### src/rtl/i2c_sim_pkg.sv
// ----------------------------------------------------------------------------
// | Module  : i2c_sim_pkg                                                    |
// | Desc    : Shared types and constants for the simulated I2C target.        |
// | Rev     : 1.0  initial release                                            |
// ----------------------------------------------------------------------------
`default_nettype none

package i2c_sim_pkg;

  typedef enum logic [3:0] {
    ST_IDLE      = 4'd0,
    ST_ADDR      = 4'd1,
    ST_ADDR_ACK  = 4'd2,
    ST_PTR       = 4'd3,
    ST_PTR_ACK   = 4'd4,
    ST_WDATA     = 4'd5,
    ST_WDATA_ACK = 4'd6,
    ST_RDATA     = 4'd7,
    ST_RDATA_ACK = 4'd8,
    ST_IGNORE    = 4'd9
  } state_t;

  localparam logic [6:0] C_DEFAULT_TARGET_ADDR = 7'h50;

endpackage

`default_nettype wire

### src/rtl/i2c_sim_sync.sv
// ----------------------------------------------------------------------------
// | Module  : i2c_sim_sync                                                   |
// | Desc    : SCL/SDA synchroniser with START/STOP and SCL edge pulses.       |
// | Rev     : 1.0  initial release                                            |
// ----------------------------------------------------------------------------
`default_nettype none

module i2c_sim_sync #(
  parameter int SyncStages = 2
) (
  input  logic clk_i,
  input  logic rst_i,
  input  logic scl_i,
  input  logic sda_i,
  output logic sda_sync,
  output logic start_pulse,
  output logic stop_pulse,
  output logic scl_rise,
  output logic scl_fall
);

  logic [SyncStages-1:0] r_scl_pipe;
  logic [SyncStages-1:0] r_sda_pipe;
  logic                  r_scl_prev;
  logic                  r_sda_prev;
  logic                  w_scl;
  logic                  w_sda;

  // Flops reset to 1 so an idle bus after reset produces no spurious edges.
  always_ff @(posedge clk_i or posedge rst_i) begin
    if (rst_i) begin
      r_scl_pipe <= '1;
      r_sda_pipe <= '1;
      r_scl_prev <= 1'b1;
      r_sda_prev <= 1'b1;
    end else begin
      r_scl_pipe <= {r_scl_pipe[SyncStages-2:0], scl_i};
      r_sda_pipe <= {r_sda_pipe[SyncStages-2:0], sda_i};
      r_scl_prev <= w_scl;
      r_sda_prev <= w_sda;
    end
  end

  assign w_scl       = r_scl_pipe[SyncStages-1];
  assign w_sda       = r_sda_pipe[SyncStages-1];
  assign sda_sync    = w_sda;
  assign start_pulse = r_scl_prev & w_scl & r_sda_prev & ~w_sda;
  assign stop_pulse  = r_scl_prev & w_scl & ~r_sda_prev & w_sda;
  assign scl_rise    = ~r_scl_prev & w_scl;
  assign scl_fall    = r_scl_prev & ~w_scl;

endmodule

`default_nettype wire

### src/rtl/i2c_sim_target.sv
// ----------------------------------------------------------------------------
// | Module  : i2c_sim_target                                                 |
// | Desc    : Simulated I2C target with pointer-addressed flop memory.        |
// | Rev     : 1.0  initial release                                            |
// ----------------------------------------------------------------------------
`default_nettype none

module i2c_sim_target
  import i2c_sim_pkg::*;
#(
  parameter logic [6:0] TargetAddr = C_DEFAULT_TARGET_ADDR,
  parameter int         MemDepth   = 16,
  parameter int         SyncStages = 2,
  parameter logic [7:0] MemInit    = 8'h00
) (
  input  logic                        clk_i,
  input  logic                        rst_i,
  input  logic                        scl_i,
  input  logic                        sda_i,
  output logic                        sda_en_o,
  output logic                        busy_o,
  output logic                        wr_strobe_o,
  output logic [$clog2(MemDepth)-1:0] wr_addr_o,
  output logic [7:0]                  wr_data_o
);

  localparam int c_ADDR_W = $clog2(MemDepth);

  state_t              r_state;
  state_t              w_state_nxt;
  logic [2:0]          r_bit_cnt;
  logic [7:0]          r_shift;
  logic [7:0]          r_tx;
  logic                r_rw;
  logic                r_nine;
  logic                r_ack_rise;
  logic                r_sda_en;
  logic                r_busy;
  logic                r_wr_strobe;
  logic [c_ADDR_W-1:0] r_wr_addr;
  logic [7:0]          r_wr_data;
  logic [c_ADDR_W-1:0] r_ptr;
  logic [7:0]          r_mem [MemDepth];

  logic       w_sda;
  logic       w_start;
  logic       w_stop;
  logic       w_rise;
  logic       w_fall;
  logic [7:0] w_byte;
  logic       w_sda_nxt;
  logic       w_mem_we;
  logic       w_ptr_ld;
  logic       w_ptr_inc;
  logic       w_tx_ld;
  logic       w_rx_state;
  logic       w_ack_state;

  i2c_sim_sync #(.SyncStages(SyncStages)) u_sync (
    .clk_i       (clk_i),
    .rst_i       (rst_i),
    .scl_i       (scl_i),
    .sda_i       (sda_i),
    .sda_sync    (w_sda),
    .start_pulse (w_start),
    .stop_pulse  (w_stop),
    .scl_rise    (w_rise),
    .scl_fall    (w_fall)
  );

  assign w_byte      = {r_shift[6:0], w_sda};
  assign w_rx_state  = (r_state == ST_ADDR) || (r_state == ST_PTR) ||
                       (r_state == ST_WDATA) || (r_state == ST_RDATA);
  assign w_ack_state = (r_state == ST_ADDR_ACK) || (r_state == ST_PTR_ACK) ||
                       (r_state == ST_WDATA_ACK) || (r_state == ST_RDATA_ACK);

  always_ff @(posedge clk_i or posedge rst_i) begin
    if (rst_i) r_state <= ST_IDLE;
    else       r_state <= w_state_nxt;
  end

  always_comb begin
    w_state_nxt = r_state;
    if (w_start) begin
      w_state_nxt = ST_ADDR;
    end else if (w_stop) begin
      w_state_nxt = ST_IDLE;
    end else if (w_rise && r_bit_cnt == 3'd7) begin
      case (r_state)
        ST_ADDR:  w_state_nxt = (w_byte[7:1] == TargetAddr) ? ST_ADDR_ACK : ST_IGNORE;
        ST_PTR:   w_state_nxt = ST_PTR_ACK;
        ST_WDATA: w_state_nxt = ST_WDATA_ACK;
        ST_RDATA: w_state_nxt = ST_RDATA_ACK;
        default:  w_state_nxt = r_state;
      endcase
    end else if (w_fall && r_ack_rise) begin
      // Leave an acknowledge slot on the SCL fall that ends its 9th clock.
      case (r_state)
        ST_ADDR_ACK:  w_state_nxt = r_rw ? ST_RDATA : ST_PTR;
        ST_PTR_ACK:   w_state_nxt = ST_WDATA;
        ST_WDATA_ACK: w_state_nxt = ST_WDATA;
        ST_RDATA_ACK: w_state_nxt = r_nine ? ST_IGNORE : ST_RDATA;
        default:      w_state_nxt = r_state;
      endcase
    end
  end

  always_comb begin
    w_sda_nxt = r_sda_en;
    w_mem_we  = 1'b0;
    w_ptr_ld  = 1'b0;
    w_ptr_inc = 1'b0;
    w_tx_ld   = 1'b0;
    if (w_start || w_stop) begin
      w_sda_nxt = 1'b0;
    end else if (w_rise) begin
      if (r_bit_cnt == 3'd7) begin
        case (r_state)
          ST_PTR:   w_ptr_ld = 1'b1;
          ST_WDATA: begin
            w_mem_we  = 1'b1;
            w_ptr_inc = 1'b1;
          end
          ST_RDATA: w_ptr_inc = 1'b1;
          default:  w_ptr_inc = 1'b0;
        endcase
      end
    end else if (w_fall) begin
      case (r_state)
        ST_ADDR_ACK, ST_PTR_ACK, ST_WDATA_ACK: begin
          if (!r_ack_rise) begin
            w_sda_nxt = 1'b1;
          end else if (r_state == ST_ADDR_ACK && r_rw) begin
            w_sda_nxt = ~r_mem[r_ptr][7];
            w_tx_ld   = 1'b1;
          end else begin
            w_sda_nxt = 1'b0;
          end
        end
        ST_RDATA: w_sda_nxt = ~r_tx[3'd7 - r_bit_cnt];
        ST_RDATA_ACK: begin
          if (r_ack_rise && !r_nine) begin
            w_sda_nxt = ~r_mem[r_ptr][7];
            w_tx_ld   = 1'b1;
          end else begin
            w_sda_nxt = 1'b0;
          end
        end
        default: w_sda_nxt = 1'b0;
      endcase
    end
  end

  always_ff @(posedge clk_i or posedge rst_i) begin
    if (rst_i) begin
      r_bit_cnt   <= 3'd0;
      r_shift     <= 8'h00;
      r_tx        <= 8'h00;
      r_rw        <= 1'b0;
      r_nine      <= 1'b1;
      r_ack_rise  <= 1'b0;
      r_sda_en    <= 1'b0;
      r_busy      <= 1'b0;
      r_wr_strobe <= 1'b0;
      r_wr_addr   <= '0;
      r_wr_data   <= 8'h00;
      r_ptr       <= '0;
    end else begin
      r_sda_en    <= w_sda_nxt;
      r_wr_strobe <= w_mem_we;
      if (w_start) begin
        r_bit_cnt  <= 3'd0;
        r_ack_rise <= 1'b0;
        r_busy     <= 1'b1;
      end else if (w_stop) begin
        r_bit_cnt  <= 3'd0;
        r_ack_rise <= 1'b0;
        r_busy     <= 1'b0;
      end else if (w_rise) begin
        if (w_rx_state) begin
          r_shift   <= w_byte;
          r_bit_cnt <= r_bit_cnt + 3'd1;
          if (r_state == ST_ADDR && r_bit_cnt == 3'd7) r_rw <= w_sda;
        end else if (w_ack_state) begin
          r_ack_rise <= 1'b1;
          r_nine     <= w_sda;
        end
      end else if (w_fall && w_ack_state) begin
        r_ack_rise <= 1'b0;
      end
      if (w_mem_we) begin
        r_wr_addr <= r_ptr;
        r_wr_data <= w_byte;
      end
      if (w_ptr_ld)       r_ptr <= w_byte[c_ADDR_W-1:0];
      else if (w_ptr_inc) r_ptr <= r_ptr + 1'b1;
      if (w_tx_ld)        r_tx  <= r_mem[r_ptr];
    end
  end

  always_ff @(posedge clk_i or posedge rst_i) begin
    if (rst_i) begin
      for (int i = 0; i < MemDepth; i++) r_mem[i] <= MemInit;
    end else if (w_mem_we) begin
      r_mem[r_ptr] <= w_byte;
    end
  end

  assign sda_en_o    = r_sda_en;
  assign busy_o      = r_busy;
  assign wr_strobe_o = r_wr_strobe;
  assign wr_addr_o   = r_wr_addr;
  assign wr_data_o   = r_wr_data;

endmodule

`default_nettype wire

### config.mk
export PLATFORM = sky130hd
export DESIGN_NAME = i2c_sim_target
export DESIGN_NICKNAME = d
export VERILOG_FILES = /design/src/rtl/i2c_sim_pkg.sv /design/src/rtl/i2c_sim_sync.sv /design/src/rtl/i2c_sim_target.sv
export SDC_FILE = /design/constraint.sdc
export NUM_CORES = 1
export LEC_CHECK = 0
export CAP_MARGIN = 20
export CORE_MARGIN = 2
export CORE_UTILIZATION = 56
export DETAILED_ROUTE_END_ITERATION = 10
export GPL_ROUTABILITY_DRIVEN = 0
export PLACE_DENSITY = 0.86
export SYNTH_ARGS = -nofsm -noshare
export SYNTH_HDL_FRONTEND = slang
export SYNTH_SLANG_ARGS = --single-unit
export TNS_END_PERCENT = 1
### constraint.sdc
create_clock -name clk_i -period 6.4 [get_ports clk_i]
set_input_delay 1.28 -clock clk_i [delete_from_list [all_inputs] [get_ports clk_i]]
set_output_delay 1.28 -clock clk_i [all_outputs]
set_load 0.01 [all_outputs]
# After elaboration in Yosys (flattened, before gate mapping)
# Index checks and enable logic that the tools add are counted.
# totals
word_cells	160
regBits	178
inputBits	4
# op_classes
eq_ne	14
addsub	3
reduce_logical	33
bitwise_logic	17
n_lt_le_gt_ge	3
muxes	57
# ops
op	n
bitwise mux 128 bit	1
two-way mux 1 bit	33
binary-select mux 8 bit (select 4 bit)	1
demux 8 bit (select 4 bit)	1
two-way mux 4 bit	8
two-way mux 8 bit	3
== test 4 x 3 -> 1 bit (second input constant)	4
one-hot mux 4 bit (4 select lines)	1
two-way mux 3 bit	5
one-hot mux 4 bit (3 select lines)	1
AND reduction 5 bit	2
inverter 1 bit	9
== test 4 x 2 -> 1 bit (second input constant)	2
nonzero test 4 bit	2
bitwise AND 1 bit	7
== test 7 bit (second input constant)	1
logical AND 1 bit	7
logical OR 1 bit	7
!= test 7 bit (second input constant)	1
AND reduction 3 bit	2
nonzero test 2 bit	3
nonzero test 3 bit	2
nonzero test 6 bit	1
>= comparator 5 bit (second input constant)	1
20 further kinds	22

# Depth between registers and ports, before layout
# logic_depth
word_depth	11
mapped_depth	7

# Hierarchy
# A second synthesis with hierarchy kept.
# hier_totals
hier_cells	573
hier_area_um2	8391.8
# by_module_without_submodules
module	cells_per_inst	area_each_um2	n_inst
i2c_sim_target	562	8197.9	1
i2c_sim_sync	11	193.9	1

# Least setup slack after synthesis
# No wires, ideal clock.
# synth_path
path_kind	flip-flop to flip-flop
start	register r_ptr[1]
end	register r_mem[127] in the netlist's numbering
stages_incl_launch_ff	8
synth_period_minus_slack_ps	2050
t_arrival_ps	1925
setup_slack_ps	4350
path_cell_list	dfrtp_1 buf_4 buf_2 buf_4 inv_1 ha_1 nand3_4 mux2_4
# synth_via
elab_chain_len	6
# synth_rtl
element	line	source
from (decl)	i2c_sim_target.sv:42	logic [c_ADDR_W-1:0] r_ptr;
from (signal assigned)	i2c_sim_target.sv:195	if (w_ptr_ld) r_ptr <= w_byte[c_ADDR_W-1:0];
from (signal assigned)	i2c_sim_target.sv:196	else if (w_ptr_inc) r_ptr <= r_ptr + 1'b1;
inverter 4 -> 5 bit (implied by the code) (*)	i2c_sim_target.sv:205	r_mem[r_ptr] <= w_byte;
>= comparator 5 bit (implied by the code) or less-than comparator 5 x 1 -> 1 bit (tied branches)	i2c_sim_target.sv:205	
logical AND 1 bit (implied by the code)	i2c_sim_target.sv:205	
two-way mux 8 bit (implied by the code)	i2c_sim_target.sv:205	
demux 8 bit (select 4 bit) (*)	i2c_sim_target.sv:205	
bitwise mux 128 bit (*)	i2c_sim_target.sv:205	
to (signal, indexed assignment)	i2c_sim_target.sv:205	
to (decl)	i2c_sim_target.sv:43	logic [7:0] r_mem [MemDepth];
# Mark *: on every way between the ends. The rest lies on a longest branch, timed or not.
# A chain may end at the register's enable or synchronous reset.

# Worst setup path after layout
# layout_path
start	register r_bit_cnt[0]
end	register r_mem[122] in the netlist's numbering
# layout_via
elab_chain_len	4
# layout_rtl
element	line	source
from (decl)	i2c_sim_target.sv:31	logic [2:0] r_bit_cnt;
from (signal assigned)	i2c_sim_target.sv:182	r_bit_cnt <= r_bit_cnt + 3'd1;
== test 3 bit	i2c_sim_target.sv:117	if (r_bit_cnt == 3'd7) begin
two-way mux 1 bit	i2c_sim_target.sv:117	
two-way mux 1 bit	i2c_sim_target.sv:116	end else if (w_rise) begin
two-way mux 1 bit	i2c_sim_target.sv:114	if (w_start || w_stop) begin
# Every way passes these cells.

==> out/results.txt <==
Post-synth EDFFs = 0
Drt pass-1 iters = 4
Reg2Reg Depth = 7
Vias in the first global route = 5213
Longest Clk Path Bufs = 2
WS Path Type = reg -> reg
Distinct cell type count after synthesis = 62
Register area share after synthesis = 0.5240
Inserted Clock Buffers = 17
Startpoint types = flop
CP top delay family = simple AND/OR/NAND/NOR gates
Hold_buf cts = 0
Overall Global Routing Usage = 0.2353
Pleak = 4.375 nW
Syn. warnings = 0
Worst slew pin tran = 865.1 ps
Final Skew = 8.222 ps
Detailed Route WL = 17810 um
Slew Limit Fails = 0
Internal power = 1.872 mW
Drt wl/cell = 22.54 um
Grt ovf = 0
Count of input and output buffers = 18
Clk network pwr share = 0.399
Final hold violation count = 0
Critical-path cell list = ha_1, ha_1, nand3b_2, nor2_4, buf_4, nand3_4, mux2_4
CTS root buffer = clkbuf_16
Status = finished clean
Final net count = 601
Sequential Power Share = 0.515
Cell at the slowest stage of the critical path = buf_4
Final Total Pwr = 2.587 mW
Critical Path End Type = flop
Via count = 5018
Antenna cells = 0
# Post-CTS Setup Buffers = 0
Flops & latches, synth = 178
Core Rows = 45
Maximum operating frequency = 366.3 MHz
H-tree lvl count = 4
Bufs and invs on worst path = 1
Setup_tns = 0 ps
Fill count = 1048
1st-iter DRT viols = 419
Tightest Hold Check Type = reg -> reg
Post-synth ARST share = 1.000
Syn Area/Cell = 14.51 sq um
Initial antenna violation count = 0
Layout cells sized above 1 = 0.3887
Largest net degree at the start of global routing = 70
MaxCap Viol Count = 0
Combinational Power Share = 0.086
Chip height = 127.3 um
Slowest stage delay, CP = 500 ps
WP data required = 6720 ps
Psw = 715.5 uW
Core ar. = 15030 sq um
First-pass GRT wire length = 28850 um
Die width = 127.3 um
Crit path depth = 7
WHS = 363.9 ps
Mapped Cells = 587
P&R area growth vs syn = 9.667%
DP Worst Slack = 3284 ps
Hold path depth = 0
CTS tree = built
Worst slew margin = 0.4233
Worst Path Arrival = 3050 ps
Sw Share = 0.2765
RSZ-0062 raised after global routing = false
Routed Antenna Nets = 0
Final worst-path cycle share = 0.4266
Flop-to-flop setup slack = 3670 ps
CTS sink count = 178
Crit-path max FO = 18
Utilization after layout = 0.6213
Register area = 4464 sq um
Final setup vio count = 0
Pwr dens = 277.0 nW/um^2
CTS-repair resized insts = 0
Multi-input logic area = 3766 sq um
Worst path most repeated cell = ha_1
Clk_lat worst skew = 440 ps
DP HPWL = 11280 um
Final WS setup = 3670 ps
Ys flop type = dfrtp_1
Worst vdd ir = 0.2116 mV
Syn nets = 597
Vias per Instance = 6.352
Netlist Area Pre-Place = 8517 sq um
Initial core utilization = 0.5665
CTS clk-pin slew, worst paths = 60 ps
Min Tclk post-route = 2730 ps
DRC Markers = 0
Die ar. = 16210 sq um
Number of I/O pins = 19
-- area by class of cell --
class,instances,area share
inverters,7,0.003349
clock buffers,22,0.05184
multi-input cells,361,0.4032
flip-flops and latches,178,0.4780
repair buffers,26,0.02746
clock inverters,8,0.01098
well taps,188,0.02518
-- state kept, by name (all words and copies together) (netlist names), 3 cells and up --
signal / flops
r_mem: 128
r_tx: 8
wr_data_o: 8
r_shift: 7
r_ptr: 4
r_state: 4
wr_addr_o: 4
r_bit_cnt: 3
-- cell usage in the layout, fill, tap and decap left out, types with 3 or more instances in the layout --
cell / netlist / layout
dfrtp_1: 171 / 170
mux2_2: 130 / 130
nand2_1: 41 / 41
mux4_2: 22 / 22
clkdlybuf4s50_1: 0 / 18
clkbuf_16: 0 / 17
nand3_4: 16 / 16
o21ai_0: 15 / 15
nor2_1: 12 / 12
nand3_1: 10 / 10
mux4_1: 9 / 9
a21oi_1: 8 / 8
mux2_4: 8 / 8
mux2i_1: 8 / 8
a22o_1: 7 / 7
dfstp_2: 7 / 7
nor2b_1: 6 / 6
ha_1: 6 / 6
buf_4: 8 / 6
inv_1: 6 / 5
a31oi_1: 5 / 5
o21ai_1: 5 / 5
a221oi_1: 4 / 4
a221oi_2: 4 / 4
clkbuf_8: 1 / 4
and3_1: 3 / 3
nor3b_1: 3 / 3
a21o_1: 3 / 3
mux2_1: 3 / 3
-- metrics by stage --
stage | area (sq um) | instances
2_1_floorplan | 8517 | 587
3_3_place_gp | 8722 | 758
3_5_place_dp | 8722 | 758
4_1_cts | 9309 | 788
5_1_grt | 9340 | 790
6_report | 9340 | 790
-- path summary, 6_finish.rpt --
kind | end | startpoint
max in group asynchronous | r_shift[3] | rst_i
min in group asynchronous | r_mem[77] | rst_i
hold reg to reg | u_sync.r_scl_pipe[1] | u_sync.r_scl_pipe[0]
hold / removal | u_sync.r_scl_pipe[1] | u_sync.r_scl_pipe[0]
setup reg to reg | r_mem[122] | r_bit_cnt[0]
setup / recovery | r_mem[122] | r_bit_cnt[0]
-- worst register-to-register path: stages (launching register included) --
cell and delay, ps:
dfrtp_1 440, ha_1 190, ha_1 250, nand3b_2 220, nor2_4 370, buf_4 500
nand3_4 290, mux2_4 360
-- layer usage --
metal  vias to the layer above  routed length [um]  track usage
met4                         0                 472      0.09308
li1                       2182                   -            -
met1                      2631                7449       0.3173
met5                         -                   0            0
met2                       159                8981       0.3772
met3                        46                 904      0.05109
-- synthesized netlist by cell type, types with 2 or more instances --
master,number,area share
buf_6,3,0.0040
nor2b_1,6,0.0044
and3_1,3,0.0022
mux2_4,8,0.014
dfrtp_1,171,0.50
a21o_1,3,0.0026
nand2_1,41,0.018
mux4_1,9,0.028
a221oi_2,4,0.0071
a31oi_1,5,0.0037
a221oi_1,4,0.0041
nor3b_1,3,0.0026
clkbuf_1,17,0.0075
nand3_1,10,0.0059
a21oi_1,8,0.0047
o21ai_0,15,0.0088
o21ai_1,5,0.0029
mux2i_1,8,0.0094
mux2_1,3,0.0040
a22o_1,7,0.0072
nand3_4,16,0.033
a211oi_1,2,0.0018
nor2_1,12,0.0053
ha_1,6,0.0088
and3b_1,2,0.0021
o31ai_1,2,0.0018
inv_1,6,0.0026
mux2_2,130,0.17
buf_4,8,0.0071
dfstp_2,7,0.022
buf_12,2,0.0047
mux4_2,22,0.058
buf_2,10,0.0059
-- power groups by stage --
stage	Clock (mW)	Combinational, mW	Sequential, mW
floorplan	0	0.260	1.22
global placement	0	0.197	1.34
detailed placement	0	0.207	1.36
CTS	1.04	0.212	1.34
global route	1.10	0.246	1.35
finish	1.03	0.222	1.33
-- cell families after synthesis --
family                   count (synthesis)  share of synthesized area
multiplexers                           180                     0.2853
AO/OA/AOI/OAI                           66                    0.05627
XOR/XNOR                                 1                   0.001029
buffers and inverters                   48                    0.03379
flip-flops                             178                     0.5240
adder cells (fa/ha/maj)                  6                   0.008814
AND/OR/NAND/NOR                        108                    0.09079
(Power assumes the default switching activity.)
